File: src/rtl/ir_pkg.sv
// rtl/ir_pkg.sv - shared IrDA serial defaults, state encoding and bit-timing helper
package ir_pkg;

  // Board clock and default line rate shared by the receiver, LED rotator and transmitter
  localparam int unsigned CLK_HZ_DEFAULT = 12_000_000;
  localparam int unsigned BAUD_DEFAULT   = 9_600;

  // Receiver frame states; IDLE is all-zero so a cleared register is idle
  typedef enum logic [1:0] {
    RX_IDLE  = 2'd0,
    RX_START = 2'd1,
    RX_DATA  = 2'd2,
    RX_STOP  = 2'd3
  } rx_state_e;

  // Whole clock cycles per serial bit (integer division, remainder dropped)
  function automatic int unsigned cycles_per_bit(input int unsigned clk_hz,
                                                 input int unsigned baud);
    return clk_hz / baud;
  endfunction

endpackage

File: src/rtl/rx_sync.sv
// rtl/rx_sync.sv - two-flop synchronizer for the raw IrDA line plus falling-edge detect
module rx_sync (
  input  logic clk,
  input  logic rst_n,
  input  logic rxd,
  output logic rxd_s,
  output logic fall
);

  logic meta_q, meta_d;
  logic sync_q, sync_d;
  logic prev_q, prev_d;

  // Shift the raw line through two flops, then keep one more copy for edge detection
  always_comb begin
    meta_d = rxd;
    sync_d = meta_q;
    prev_d = sync_q;
  end

  // All stages reset to the idle-high line level so reset never looks like a start edge
  always_ff @(posedge clk or negedge rst_n) begin
    if (!rst_n) begin
      meta_q <= 1'b1;
      sync_q <= 1'b1;
      prev_q <= 1'b1;
    end else begin
      meta_q <= meta_d;
      sync_q <= sync_d;
      prev_q <= prev_d;
    end
  end

  assign rxd_s = sync_q;
  assign fall  = prev_q & ~sync_q;

endmodule

File: src/rtl/ir_uart_rx.sv
// rtl/ir_uart_rx.sv - 8N1 serial receiver for the IrDA transceiver line
module ir_uart_rx
  import ir_pkg::*;
#(
  parameter int unsigned CLK_HZ = CLK_HZ_DEFAULT,
  parameter int unsigned BAUD   = BAUD_DEFAULT
) (
  input  logic       clk,
  input  logic       rst_n,
  input  logic       rxd,
  output logic [7:0] data,
  output logic       valid,
  output logic       frame_err,
  output logic       busy
);

  localparam int unsigned CPB   = cycles_per_bit(CLK_HZ, BAUD);
  localparam int          CNT_W = (CPB > 1) ? $clog2(CPB) : 1;

  // Start bit is checked half a bit in; every later sample is one full bit apart
  localparam logic [CNT_W-1:0] HALF_LAST = CNT_W'(CPB / 2 - 1);
  localparam logic [CNT_W-1:0] BIT_LAST  = CNT_W'(CPB - 1);

  logic rxd_s;
  logic fall;

  rx_sync u_rx_sync (
    .clk   (clk),
    .rst_n (rst_n),
    .rxd   (rxd),
    .rxd_s (rxd_s),
    .fall  (fall)
  );

  rx_state_e        state_q, state_d;
  logic [CNT_W-1:0] cnt_q,   cnt_d;
  logic [2:0]       idx_q,   idx_d;
  logic [7:0]       shreg_q, shreg_d;
  logic [7:0]       data_q,  data_d;
  logic             valid_q, valid_d;
  logic             ferr_q,  ferr_d;

  // Frame sequencing: counter only ever runs up to the current sample point, then clears
  always_comb begin
    state_d = state_q;
    cnt_d   = cnt_q;
    idx_d   = idx_q;
    shreg_d = shreg_q;
    data_d  = data_q;
    valid_d = 1'b0;
    ferr_d  = 1'b0;

    case (state_q)
      RX_IDLE: begin
        cnt_d = '0;
        idx_d = '0;
        if (fall) begin
          state_d = RX_START;
        end
      end

      RX_START: begin
        if (cnt_q == HALF_LAST) begin
          cnt_d = '0;
          // A line already back high at mid start bit was a glitch, not a frame
          state_d = rxd_s ? RX_IDLE : RX_DATA;
        end else begin
          cnt_d = cnt_q + CNT_W'(1);
        end
      end

      RX_DATA: begin
        if (cnt_q == BIT_LAST) begin
          cnt_d          = '0;
          shreg_d[idx_q] = rxd_s;
          idx_d          = idx_q + 3'd1;
          if (idx_q == 3'd7) begin
            state_d = RX_STOP;
          end
        end else begin
          cnt_d = cnt_q + CNT_W'(1);
        end
      end

      RX_STOP: begin
        if (cnt_q == BIT_LAST) begin
          cnt_d   = '0;
          state_d = RX_IDLE;
          if (rxd_s) begin
            data_d  = shreg_q;
            valid_d = 1'b1;
          end else begin
            ferr_d = 1'b1;
          end
        end else begin
          cnt_d = cnt_q + CNT_W'(1);
        end
      end

      default: begin
        state_d = RX_IDLE;
        cnt_d   = '0;
        idx_d   = '0;
      end
    endcase
  end

  // State, timing and output registers; reset aborts any frame in flight without a strobe
  always_ff @(posedge clk or negedge rst_n) begin
    if (!rst_n) begin
      state_q <= RX_IDLE;
      cnt_q   <= '0;
      idx_q   <= '0;
      shreg_q <= '0;
      data_q  <= '0;
      valid_q <= 1'b0;
      ferr_q  <= 1'b0;
    end else begin
      state_q <= state_d;
      cnt_q   <= cnt_d;
      idx_q   <= idx_d;
      shreg_q <= shreg_d;
      data_q  <= data_d;
      valid_q <= valid_d;
      ferr_q  <= ferr_d;
    end
  end

  assign data      = data_q;
  assign valid     = valid_q;
  assign frame_err = ferr_q;
  assign busy      = (state_q != RX_IDLE);

endmodule

File: config.mk
export PLATFORM = sky130hd
export DESIGN_NAME = ir_uart_rx
export DESIGN_NICKNAME = d
export VERILOG_FILES = /design/src/rtl/ir_pkg.sv /design/src/rtl/rx_sync.sv /design/src/rtl/ir_uart_rx.sv
export SDC_FILE = /design/constraint.sdc
export NUM_CORES = 1
export LEC_CHECK = 0
export ABC_AREA = 1
export CORE_UTILIZATION = 57
export CTS_CLUSTER_DIAMETER = 150
export DETAILED_ROUTE_END_ITERATION = 10
export GPL_TIMING_DRIVEN = 0
export PLACE_DENSITY = 0.84
export SLEW_MARGIN = 20
export SYNTH_ARGS = -nofsm -noshare
export SYNTH_HDL_FRONTEND = slang
export SYNTH_HIERARCHICAL = 1
export SYNTH_SLANG_ARGS = --single-unit
export TNS_END_PERCENT = 20
File: constraint.sdc
create_clock -name clk -period 1.6 [get_ports clk]
set_input_delay 0.48 -clock clk [delete_from_list [all_inputs] [get_ports clk]]
set_output_delay 0.48 -clock clk [all_outputs]
set_load 0.02 [all_outputs]
======== Word level (Yosys, flattened, before mapping) ========
Cells that the tools add are included.
word-level totals
  register bits ........................... 37
  bits of input ports ..................... 3
  output and inout port bits .............. 11
  logic and storage cells ................. 57
operators by class
  add/sub/neg operators ................... 2
  $lt $le $gt $ge ......................... 2
  eq/ne operators ......................... 11
  muxes and demuxes ....................... 21
  bitwise gates (word level) .............. 2
  reductions and logical operators ........ 9
operators by type and width
  kind                                                                                  number
  11-bit case mux with 3 select lines                                                   1
  11-bit 2-to-1 mux                                                                     2
  2-bit 2-to-1 mux                                                                      6
  11-bit by 1-bit adder with 11-bit output (second input constant)                      1
  11-bit by 10-bit equality test with 1-bit output (second input constant)              1
  11-bit equality test (second input constant)                                          1
  2-bit != test (second input constant)                                                 5
  8-bit bitwise mux                                                                     1
  2-bit case mux with 4 select lines                                                    1
  1-bit 2-to-1 mux                                                                      7
  3-bit case mux with 2 select lines                                                    1
  5-bit AND reduction                                                                   1
  2-bit equality test (second input constant)                                           2
  3-bit by 4-bit less-than comparator with 1-bit output (second input constant)         1
  2-bit AND reduction                                                                   2
  2-bit nonzero test                                                                    2
  3-bit by 1-bit adder with 3-bit output (second input constant)                        1
  1-bit demux with 3-bit select                                                         1
  3-bit equality test (second input constant)                                           1
  3-bit by 1-bit greater-or-equal comparator with 1-bit output (second input constant)  1
  3-bit 2-to-1 mux                                                                      1
  3-bit AND reduction                                                                   1
  2-bit by 1-bit equality test with 1-bit output (second input constant)                1
  2-bit zero test                                                                       1
  other kinds (4)                                                                       4

======== Longest topological paths before layout ========
  depth in word-level cells ............... 5
  depth in mapped cells ................... 10

======== By module ========
The synthesis kept the hierarchy.
by module, submodules not included
  module      instances  cells an instance  area each (um^2)  sequential area each (um^2)
  ir_uart_rx  1          210                1717.9            850.8
  rx_sync     1          5                  88.8              78.8

======== Least setup slack after synthesis ========
OpenSTA, ideal clock, no wires.
  kind .................................... flip-flop to flip-flop
  start ................................... register cnt_q[0]
  end ..................................... register state_q[0]
  setup time .............................. 119 ps
  data arrival time ....................... 1301 ps
  slack ................................... 180 ps
  stages on the path, launching flop included .. 9
  buffers on the path ..................... 0
  cells stage by stage .................... dfrtp_1 -> inv_1 -> ha_1 -> nand2_1 -> inv_1 -> nand2_1 -> o21bai_4 -> nand4_1 -> and2_1
on the way
  longest elaborated chain between the ends .. 3
  elaborated cells between the ends (all ways) .. 6
ends and longest elaborated chain
  element                                                                                   RTL line                                              RTL
  start: declaration                                                                        ir_uart_rx.sv:36                                      logic [CNT_W-1:0] cnt_q, cnt_d;
  start signal: assignment                                                                  ir_uart_rx.sv:120                                     cnt_q <= cnt_d;
  11-bit equality test or 11-bit by 10-bit equality test with 1-bit output (tied branches)  ir_uart_rx.sv:73, ir_uart_rx.sv:86, ir_uart_rx.sv:63
  2-bit != test (no line)                                                                   -
  5-bit AND reduction (no line) (*)                                                         -
  end signal: assignment                                                                    ir_uart_rx.sv:119                                     state_q <= state_d;
  end: declaration                                                                          ir_uart_rx.sv:35                                      rx_state_e state_q, state_d;
Every way passes the cells marked *; elsewhere a longest branch is shown, timed or not.
A chain may end at the register's enable or synchronous reset.

==> impl_metrics.ini <==
[clocking]
cts_hold_buf = 0
clk_latency_ps = 350
clkTransAtPathRegs_ps = 120
ctsRootBufferMaster = clkbuf_4
cts_buffers = 5
cts_tree = yes
clk_path_buf_depth = 2
cts_max_level = 2
numClockSinks = 37

[drt]
drt-total-wl_um = 4080
ant_nets = 0
wl_per_cell_um = 13.83
initialDrtViolationCount = 73
viasPerCell = 5.247
dr.pass1.iters = 4
drc = 0
vias = 1548

[yosys]
synth-warning-count = 6
synthAdderAreaFrac = 0.03463
seq_area_frac_synth = 0.5145
ys_top_cells_by_area = dfrtp_1 47%, nand2_1 13%, nand3_1 5.0%
synth_nets = 223
synthCells = 215
synthSimpleGateAreaFrac = 0.3075
synth_top_family_by_area = simple AND/OR/NAND/NOR gates
syn_avg_cell_area_um2 = 8.403
ys_seq_elements = 37
yosysUniqueCellTypes = 25
synth-xor-area-share = 0.01939
synth-compound-area-share = 0.06994
synth_mux_area_frac = 0
netlist_area_um2 = 1807
synth.top_cell.area_share = 0.4709
yosysTopAreaCell = dfrtp_1

[power_and_ir_drop]
pwr-share-seq = 0.381
p_leak_nw = 1.139
ir_drop_uv = 1067
power.switching_w = 0.0009835
internal-power_w = 0.001913
p_comb_frac = 0.345
p_per_area_nw_per_um2 = 1272
netSwitchingFraction = 0.3396
pwr-share-clk = 0.275

[critical_path]
cp_top_family = flip-flops
path_cells = inv_2, nand2_8, buf_6
critPathMaxFanout = 5
critical_path_class = register to output port
r2r-end = data[3]$_DFFE_PN0P_
start_kind = register
cp.arrival_ps = 1100
r2r_slack_ps = 40
cp.required_ps = 1120
crit_buf_inv = 2
endpoint_kind = output port
crit_path_top_delay_cell = dfrtp_1
crit_cells = 3
r2r_start = cnt_q[1]$_DFF_PN0_
critPathMaxStageDelay_ps = 410
r2r_cells = 10

[timing]
finClkSkew_ps = 13.90
period_needed_ps = 1579
slew_viol_final = 0
fmax_ghz = 0.6333
fin_crit_sh = 0.9870
max_slew_margin = 0.7514
final.setup.tns_ps = 0
setup_viol = 0
tightest_slew_ps = 373.0
whs_ps = 24.87
hold_viol = 0

[grt]
antenna_found_initial = 0
grt_max_degree = 24
grtUsageTotal = 0.2364
grt_pass1_vias = 1394
grt_pass1_wl_um = 5982
grt.overflow.total = 0

[final_layout]
utilization = 0.7517
syn2layout_area_growth_pct = 25.97
design_area_um2 = 2276
ff_latch_area_um2 = 934.6
n_fill_cell = 210
layout.nets = 258
layout_common_cells = 63 x nand2_1, 30 x dfrtp_1, 19 x nor2_1
multi_input_area_um2 = 843.3
drive_gt1_frac = 0.2271
antennaDiodeCount = 0
layout_commonest_cell = nand2_1

[placed_design]
place.gp.congestion = 0.9015
dp_hpwl_um = 2430
io_buffers = 13
placed_area_um2 = 2014

[die]
initial_core_util = 0.5967
dieArea_um2 = 3399
num_rows = 20
fp.dieH_um = 58.30
ios = 14
core_um2 = 3028
die_w_um = 58.30

[job]
drv_cap = 0

[status]
status = complete, no violations

[worst_hold_path]
min-delay-path-class = input port to asynchronous set/reset pin
## routing by layer
layer / vias to the layer above / track usage / wire length (um)
met5: - / 0 / 0
met3: 10 / 0.05055 / 157
li1: 766 / - / -
met1: 737 / 0.3117 / 1769
met2: 35 / 0.3777 / 2066
met4: 0 / 0.1088 / 87
## cell families (layout without fill, tap and decap cells)
| logic type | count (synthesis) | after routing |
|---|---|---|
| AND/OR/NAND/NOR | 121 | 123 |
| AO/OA/AOI/OAI | 22 | 22 |
| flip-flops | 37 | 37 |
| adder cells (fa/ha/maj) | 5 | 5 |
| buffers and inverters | 26 | 60 |
| XOR/XNOR | 4 | 4 |
## per-stage QoR
step | cells | worst slack, ps | total power, W
floorplan | 215 | 180.0 | 0.001583
global placement | 272 | -729.3 | 0.001737
detailed placement | 273 | -197.3 | 0.001759
CTS | 282 | -104.4 | 0.002564
global route | 295 | -28.63 | 0.003051
finish | 295 | 20.85 | 0.002896
## cell type report
class                      instances  share of cell area
timing repair buffer              25              0.1001
clock inverter                     3             0.02859
tap                               44             0.02419
inverter                          26             0.04728
timing repair inverter             1            0.002199
sequential                        37              0.4107
multi-input combinational        154              0.3705
clock buffer                       5             0.01649
## registers in the layout, summed over array words and instances (netlist names), named ones only
register / count
data: 8
u_rx_sync/meta_q: 1
u_rx_sync/rxd_s: 1
frame_err: 1
idx_q: 3
cnt_q: 11
state_q: 1
u_rx_sync/prev_q: 1
valid: 1
shreg_q: 8
## worst max path at each step
| stage | start | to | slack, ps |
|---|---|---|---|
| global route | cnt_q[1]$_DFF_PN0_ | data[3]$_DFFE_PN0P_ | -30 |
| global placement | rst_n | state_q[0]$_DFFE_PN0P_ | -730 |
| floorplan | cnt_q[0]$_DFF_PN0_ | state_q[0]$_DFFE_PN0P_ | 180 |
| finish | register | busy | 20 |
| detailed placement | state_q[0]$_DFFE_PN0P_ | busy | -200 |
| CTS | state_q[0]$_DFFE_PN0P_ | busy | -100 |
## cells in the mapped netlist
library cell	n
and3_1	1
a21boi_0	1
and2_1	1
inv_2	7
ha_1	5
dfstp_2	3
xnor2_1	1
nand2_2	3
nor3_4	1
nand3_1	18
nor3_1	2
nor2_2	2
nand2_1	64
a21oi_1	8
xor2_1	3
nand3_2	2
o21ai_1	10
o21ai_0	2
nand3_4	1
nor2_4	1
dfrtp_1	34
nand4_1	5
o21bai_4	1
nor2_1	20
inv_1	19
## what timing repair did
| action | in CTS | in global routing |
|---|---|---|
| setup endpoints to repair | 28 | 27 |
| resized for setup | 17 | 20 |
| setup buffers | 1 | 10 |
| gates cloned | 0 | 3 |
| pin swaps | 0 | 8 |
## power groups by stage
stage,clock [W],combinational (W),sequential (W)
floorplan,0,0.000473,0.00111
global placement,0,0.000610,0.00113
detailed placement,0,0.000630,0.00113
CTS,0.000807,0.000645,0.00111
global route,0.000847,0.00109,0.00111
finish,0.000795,0.000998,0.00110
## worst register-to-register path: cells and delay by family, from the launching register on
kind                       cells  cell delay (ps)
buffers and inverters          3              290
DFF                            1              420
and+or+nand+nor                6              600
adders and majority gates      1              180
Power figures use the tool's default switching activity.
